[config.mk]
export PLATFORM = sky130hd
export DESIGN_NAME = load_unit
export DESIGN_NICKNAME = d
export VERILOG_FILES = /design/src/rtl/load_unit.sv
export SDC_FILE = /design/constraint.sdc
export NUM_CORES = 1
export LEC_CHECK = 0
export ABC_CLOCK_PERIOD_IN_PS = 3020
export BUFFER_PORTS_ARGS = -buffer_cell sky130_fd_sc_hd__buf_2
export CELL_PAD_IN_SITES_DETAIL_PLACEMENT = 2
export CELL_PAD_IN_SITES_GLOBAL_PLACEMENT = 2
export CORE_UTILIZATION = 31
export DETAILED_ROUTE_END_ITERATION = 10
export HOLD_SLACK_MARGIN = 0.1
export PLACE_DENSITY_LB_ADDON = 0.1
export SYNTH_ARGS = -nofsm -noshare
export SYNTH_HDL_FRONTEND = slang
export SYNTH_SLANG_ARGS = --single-unit
[constraint.sdc]
create_clock -name clk -period 3.02 [get_ports clk]
set_input_delay 0.604 -clock clk [delete_from_list [all_inputs] [get_ports clk]]
set_output_delay 0.604 -clock clk [all_outputs]
set_load 0.05 [all_outputs]
[src/rtl/load_unit.sv]
// load_unit: multicycle load engine. Issues a word-aligned read,
// waits for a variable-latency ack, then extracts and extends the
// byte/halfword/word into a held result register.
// Ports: clk, rst (async, high); req/addr/ldtype request;
// busy/done/err status; data result;
// mem_addr/mem_rd/mem_ack/mem_rdata memory side.
module load_unit #(
  parameter int TIMEOUT = 255
) (
  input  logic        clk,
  input  logic        rst,
  input  logic        req,
  input  logic [31:0] addr,
  input  logic [2:0]  ldtype,
  output logic        busy,
  output logic        done,
  output logic        err,
  output logic [31:0] data,
  output logic [31:0] mem_addr,
  output logic        mem_rd,
  input  logic        mem_ack,
  input  logic [31:0] mem_rdata
);

  typedef enum logic [1:0] {
    S_IDLE,
    S_WAIT,
    S_DONE,
    S_ERR
  } state_t;

  localparam logic [2:0] LW  = 3'b000;
  localparam logic [2:0] LH  = 3'b001;
  localparam logic [2:0] LHU = 3'b010;
  localparam logic [2:0] LB  = 3'b011;
  localparam logic [2:0] LBU = 3'b100;

  localparam logic [7:0] CNT_LAST = 8'(TIMEOUT - 1);

  state_t      state;
  state_t      state_n;
  logic [7:0]  cnt;
  logic [1:0]  off;
  logic [2:0]  typ;
  logic        legal;
  logic        tmo;

  // Alignment and type check on the request as presented.
  always_comb begin
    legal = 1'b0;
    unique case (ldtype)
      LW:      legal = (addr[1:0] == 2'b00);
      LH, LHU: legal = (addr[0] == 1'b0);
      LB, LBU: legal = 1'b1;
      default: legal = 1'b0;
    endcase
  end

  assign tmo = (cnt == CNT_LAST);

  // Big-endian lane select followed by sign/zero extension.
  function automatic logic [31:0] extract(
    input logic [31:0] w,
    input logic [1:0]  o,
    input logic [2:0]  t
  );
    logic [7:0]  b;
    logic [15:0] h;
    unique case (o)
      2'd0: b = w[31:24];
      2'd1: b = w[23:16];
      2'd2: b = w[15:8];
      default: b = w[7:0];
    endcase
    h = o[1] ? w[15:0] : w[31:16];
    unique case (t)
      LH:      extract = {{16{h[15]}}, h};
      LHU:     extract = {16'h0, h};
      LB:      extract = {{24{b[7]}}, b};
      LBU:     extract = {24'h0, b};
      default: extract = w;
    endcase
  endfunction

  always_comb begin
    state_n = state;
    unique case (state)
      S_IDLE: begin
        if (req) state_n = legal ? S_WAIT : S_ERR;
      end
      S_WAIT: begin
        // ack takes priority over an expiring counter
        if (mem_ack)  state_n = S_DONE;
        else if (tmo) state_n = S_ERR;
      end
      S_DONE:  state_n = S_IDLE;
      default: state_n = S_IDLE;
    endcase
  end

  always_ff @(posedge clk or posedge rst) begin
    if (rst) begin
      state    <= S_IDLE;
      cnt      <= 8'd0;
      off      <= 2'd0;
      typ      <= 3'd0;
      mem_addr <= 32'h0;
      data     <= 32'h0;
    end else begin
      state <= state_n;
      if (state == S_WAIT) cnt <= cnt + 8'd1;
      else                 cnt <= 8'd0;
      if (state == S_IDLE && req) begin
        off      <= addr[1:0];
        typ      <= ldtype;
        mem_addr <= {addr[31:2], 2'b00};
      end
      if (state == S_WAIT && mem_ack)
        data <= extract(mem_rdata, off, typ);
    end
  end

  // Status decoded from state only, so reset clears them at once.
  assign busy   = (state != S_IDLE);
  assign mem_rd = (state == S_WAIT);
  assign done   = (state == S_DONE);
  assign err    = (state == S_ERR);

endmodule

# Word level (Yosys, flattened, before mapping)
# Index checks and enable logic that the tools add are counted.
# word_totals
ff_bits	77
inputBits	71
out_inout_bits	68
elab_cells	44
# op_classes
addsub	1
n_eq_ne	16
muxes	10
n_bitwise	1
reduce_logical	10
# ops
op	count
$pmux 32 s4	1
$pmux 8 s3	1
$mux 16	1
$eq 3x2->1 const B	4
$add 8x1->8 const B	1
$eq 8x8->1 const B	1
$mux 2	4
$mux 8	1
$eq 2x2->1 const B	3
$eq 3x1->1 const B	2
$eq 3x3->1 const B	2
$logic_not 2->1	3
$eq 2x1->1 const B	2
$pmux 2 s2	1
$reduce_or 2->1	2
$logic_not 3->1	1
$ne 3x1->1 const B	1
$pmux 1 s3	1
$logic_and 1x1->1	2
$ne 2x2->1 const B	1
$reduce_and 2->1	1
$reduce_bool 2->1	1
$not 1->1	1

# Depth between registers and ports, before layout
# depth
depth_word	6
ltp_mapped	6
ltp_nobuf	4

# Worst setup path after synthesis
# OpenSTA, ideal clock, no wires.
# synth_timing
kind	register to register
start	register state[0]
end	register mem_addr[11]
setup_ps	125
t_arrival_ps	1592
t_required_ps	2895
setup_slack_ps	1303
stages_incl_launch_ff	5
n_path_buf	1
synth_period_minus_slack_ps	1717
cell_sequence	dfrtp_1 or2_2 nor2_4 buf_6 mux2_2
# synth_between
elab_chain_cells	2
# synth_rtl
item	line_no	text
start, declared	40	state_t state;
start signal, assigned	110	state <= state_n;
$logic_not 2->1	113	if (state == S_IDLE && req) begin
$logic_and 1x1->1	113	
end signal, assigned	116	mem_addr <= {addr[31:2], 2'b00};
end, declared	19	output logic [31:0] mem_addr,
# Every way passes these cells.
# A chain may end at the register's enable or synchronous reset.

# Worst setup path in the final report
# layout_timing
start	register typ[1]
end	register data[22]
# layout_between
elab_chain_cells	2
elab_cells_between_ends	5
classes_between	eq/ne (4); mux (1)
# layout_rtl
item	line_no	text
start, declared	44	logic [2:0] typ;
start signal, assigned	115	typ <= ldtype;
$eq 3x3->1 (tied with other cells)	76	unique case (t)
$pmux 32 s4 *	76	
end signal, assigned	119	data <= extract(mem_rdata, off, typ);
end, declared	18	output logic [31:0] data,
# Mark *: on every way between the ends. The rest lies on a longest branch, timed or not.

==> qor.log <==
qor: outcome.run_status complete, no violations
qor: synthesis.synth.yosys.warnings 0
qor: clock_network.cts_tree built
qor: cells_and_area.finalInstanceArea 5160 sq um
qor: critical_path.critical_path.max_stage_delay 0.68 ns
qor: critical_path.cp_cell_sequence nor2_4, xor2_2, nand2_1, a21oi_1
qor: cells_and_area.area.growth.synth_to_final 28.0%
qor: drt.detail-route-antenna-nets 0
qor: global_routing.antenna_found_initial 0
qor: sta.fin_hold_ws 0.313 ns
qor: critical_path.worstPathArrival 2.58 ns
qor: placed_design.placement_stage_worst_setup_slack 0.737 ns
qor: sta.drv_slew 0
qor: drt.drt_wl_total 12500 microns
qor: synthesis.yosys_reg_bits 77
qor: cells_and_area.fraction_of_final_layout_cells_sized_beyond_drive_strength_1 42.6%
qor: clock_network.clkLatencyLatePin 0.34 ns
qor: clock_network.htree_num_levels 3
qor: sta.period_minus_slack 2.33 ns
qor: floorplanning.die-height 116 microns
qor: floorplanning.fp.dieArea 13500 sq um
qor: drt.drt_pre_antenna_iters 4
qor: global_routing.grt_max_degree 78
qor: sta.maxClockFrequency 429 MHz
qor: worst_hold_path.worst_hold_check_path_type in2async
qor: floorplanning.core_area 12700 sq um
qor: sta.final.setup_skew 0.00506 ns
qor: critical_path.cpMaxStageDelayCell sky130_fd_sc_hd__dfrtp_1
qor: synthesis.synth_flop_cell sky130_fd_sc_hd__dfrtp_1
qor: placed_design.placed_area 4820 sq um
qor: clock_network.tritoncts.num_buffers 9
qor: synthesis.synth_area_leaders sky130_fd_sc_hd__dfrtp_1 (48%), sky130_fd_sc_hd__mux2_2 (9.5%), sky130_fd_sc_hd__nor2_1 (4.7%), sky130_fd_sc_hd__o21ai_0 (2.9%), sky130_fd_sc_hd__mux4_2 (2.2%)
qor: sta.period_share 77.2%
qor: synthesis.yosysTopAreaCellShare 47.8%
qor: clock_network.cts.sinks 77
qor: sta.hold_viol 0
qor: sta.worst_slew_margin_rel 45.7%
qor: critical_path.worst_setup_path_start_kind flip-flop
qor: synthesis.synthArstFlopShare 100%
qor: synthesis.syn-instance-count 371
qor: cells_and_area.final_net_count 571
qor: floorplanning.placementRows 41
qor: drt.number_of_remaining_drc_errors 0
qor: power.ir_drop 0.626 mV
qor: sta.final.setup.tns 0 ns
qor: placed_design.gpl.final_weighted_congestion 0.804
qor: drt.post_dr_wirelength_cell 18.6 microns
qor: floorplanning.start_util 31.8%
qor: critical_path.critPathMaxFanout 24
qor: cells_and_area.insertedDiodeCount 0
qor: sta.setup_ws 0.689 ns
qor: synthesis.netlist.top_cell.by_area sky130_fd_sc_hd__dfrtp_1
qor: run.timing.max_cap.violations 0
qor: floorplanning.boundaryPins 139
qor: drt.via_per_inst 5.07
qor: global_routing.grt_first_pass_wirelength 20000 microns
qor: sta.worstMarginPinSlew 0.808 ns
qor: synthesis.syn-mean-instance-area 10.9 sq um
qor: synthesis.synth_sequential_area_ratio 47.8%
qor: critical_path.kind_of_critical_path reg2reg
qor: sta.report.final.setup_viol 0
qor: critical_path.critical-path-top-delay-family flip-flops
qor: power.power_leakage 2.34 nW
qor: synthesis.synth_cell_type_count 48
qor: clock_network.clkSlewWorstSetupHoldPaths 0.06 ns
qor: clock_network.ctsLongestPathBuffers 2
qor: global_routing.grt_pass1_vias 3697
qor: critical_path.critical_path.endpoint_type flip-flop
qor: power.power_density_over_the_cells 1390 nW/um^2
qor: critical_path.worst_ep_required_time 3.27 ns
qor: drt.drc_violation_total_after_the_first_tritonroute_iteration 98
qor: drt.vias 3419
qor: synthesis.synth-edff-count 0
qor: placed_design.place.detailed.hpwl 8930 microns
qor: clock_network.root_buffer sky130_fd_sc_hd__clkbuf_16
qor: global_routing.grt.overflow.total 0
qor: clock_network.postCtsResizedCells 0
qor: clock_network.postCtsHoldBufs 0
qor: critical_path.timing.critical_path.buf_inv 0
qor: sta.rsz0062_at_grt false
qor: clock_network.post_cts_buffers 0
qor: global_routing.global_route_total_usage_across_every_layer 20.1%
qor: synthesis.syn-cell-area 4030 sq um
qor: floorplanning.die_width 116 microns
qor: placed_design.io_buffer_count 136
## layout by cell type, fill, tap and decap left out, types with 4 or more instances in the layout
| cell | synthesis | final |
|---|---|---|
| sky130_fd_sc_hd__buf_4 | 5 | 5 |
| sky130_fd_sc_hd__mux4_2 | 4 | 4 |
| sky130_fd_sc_hd__a21oi_2 | 10 | 10 |
| sky130_fd_sc_hd__nand2b_1 | 4 | 4 |
| sky130_fd_sc_hd__clkbuf_16 | 0 | 9 |
| sky130_fd_sc_hd__xor2_1 | 5 | 5 |
| sky130_fd_sc_hd__buf_2 | 7 | 136 |
| sky130_fd_sc_hd__o21bai_1 | 9 | 9 |
| sky130_fd_sc_hd__mux2_2 | 34 | 34 |
| sky130_fd_sc_hd__dfrtp_1 | 77 | 77 |
| sky130_fd_sc_hd__o32ai_1 | 7 | 7 |
| sky130_fd_sc_hd__o221ai_1 | 8 | 8 |
| sky130_fd_sc_hd__a21oi_1 | 15 | 15 |
| sky130_fd_sc_hd__a2bb2oi_1 | 9 | 9 |
| sky130_fd_sc_hd__inv_1 | 13 | 12 |
| sky130_fd_sc_hd__nor2_1 | 50 | 50 |
| sky130_fd_sc_hd__a22oi_1 | 7 | 7 |
| sky130_fd_sc_hd__nand2_1 | 21 | 21 |
| sky130_fd_sc_hd__o21ai_0 | 23 | 23 |
| sky130_fd_sc_hd__a21boi_0 | 8 | 8 |
## synth_stat cells, types with 2 or more instances
cell type / count
sky130_fd_sc_hd__dfrtp_1: 77
sky130_fd_sc_hd__nor2_1: 50
sky130_fd_sc_hd__mux2_2: 34
sky130_fd_sc_hd__o21ai_0: 23
sky130_fd_sc_hd__nand2_1: 21
sky130_fd_sc_hd__a21oi_1: 15
sky130_fd_sc_hd__inv_1: 13
sky130_fd_sc_hd__a21oi_2: 10
sky130_fd_sc_hd__clkbuf_1: 10
sky130_fd_sc_hd__a2bb2oi_1: 9
sky130_fd_sc_hd__o21bai_1: 9
sky130_fd_sc_hd__a21boi_0: 8
sky130_fd_sc_hd__o221ai_1: 8
sky130_fd_sc_hd__a22oi_1: 7
sky130_fd_sc_hd__buf_2: 7
sky130_fd_sc_hd__o32ai_1: 7
sky130_fd_sc_hd__buf_4: 5
sky130_fd_sc_hd__buf_6: 5
sky130_fd_sc_hd__xor2_1: 5
sky130_fd_sc_hd__mux4_2: 4
sky130_fd_sc_hd__nand2b_1: 4
sky130_fd_sc_hd__mux2i_1: 3
sky130_fd_sc_hd__mux4_1: 3
sky130_fd_sc_hd__nand3_1: 3
sky130_fd_sc_hd__nor3_1: 3
sky130_fd_sc_hd__o22ai_1: 3
sky130_fd_sc_hd__ha_1: 2
sky130_fd_sc_hd__nand3b_1: 2
sky130_fd_sc_hd__nor2_4: 2
## path summary, 6_finish.rpt
kind,startpoint,endpoint,slack (ns),cells after the start
setup / recovery,typ[1],data[22],0.69,4
hold / removal,rst,data[17],0.31,3
setup reg to reg,typ[1],data[22],0.69,4
hold reg to reg,mem_addr[14],mem_addr[14],0.50,1
max in group asynchronous,rst,cnt[1],2.32,3
min in group clk,addr[14],mem_addr[14],0.48,2
## per-stage QoR
step / util (%) / std cells / total power [mW]
after floorplan: - / 372 / 5.05
after global placement: 38.0 / 659 / 5.88
after detailed placement: 38.0 / 659 / 5.98
after CTS: 40.7 / 674 / 7.27
after global routing: 40.7 / 674 / 7.62
final: 40.7 / 674 / 7.17
## sequential cells by signal (all words and copies together), names as in the netlist
register  flops
cnt           8
data         32
mem_addr     30
off           2
state         2
typ           3
## where the power goes
| part | internal, mW | switching (mW) | total [mW] |
|---|---|---|---|
| logic | 1.17 | 2.80 | 3.98 |
| clock network | 0.804 | 0.444 | 1.25 |
| registers | 1.51 | 0.431 | 1.94 |
| total | 3.49 | 3.68 | 7.17 |
## routing by layer
layer | GRT usage [%] | wire length (microns)
met2 | 34.6 | 6370
met3 | 5.07 | 685
met4 | 8.29 | 234
met1 | 23.9 | 5220
met5 | 0 | 0
## cell families (layout without fill, tap and decap cells)
kind of cell	count (synthesis)	count (layout)	share of synthesized area [%]
AOI/OAI and AO/OA	103	103	18.4
adders and majority gates	2	2	0.621
buffers and inverters	40	170	5.34
muxes	45	45	14.7
xor gates and xnor gates	7	7	1.71
DFF	77	77	47.8
and+or+nand+nor	96	96	11.3
other	1	2	0.0931
## layout make-up
class / instances / area, sq um
timing repair buffer: 142 / 738
clock inverter: 6 / 111
multi-input combinational: 255 / 1890
sequential: 77 / 1930
clock buffer: 9 / 225
inverter: 13 / 50.0
fill: 1450 / 7510
tap: 172 / 215
## worst register-to-register path: stages, from the launching register on
cell and delay, ns:
sky130_fd_sc_hd__dfrtp_1 0.68, sky130_fd_sc_hd__nor2_4 0.49, sky130_fd_sc_hd__xor2_2 0.65, sky130_fd_sc_hd__nand2_1 0.17, sky130_fd_sc_hd__a21oi_1 0.24
Note: power is estimated with default switching activity, not from simulation.
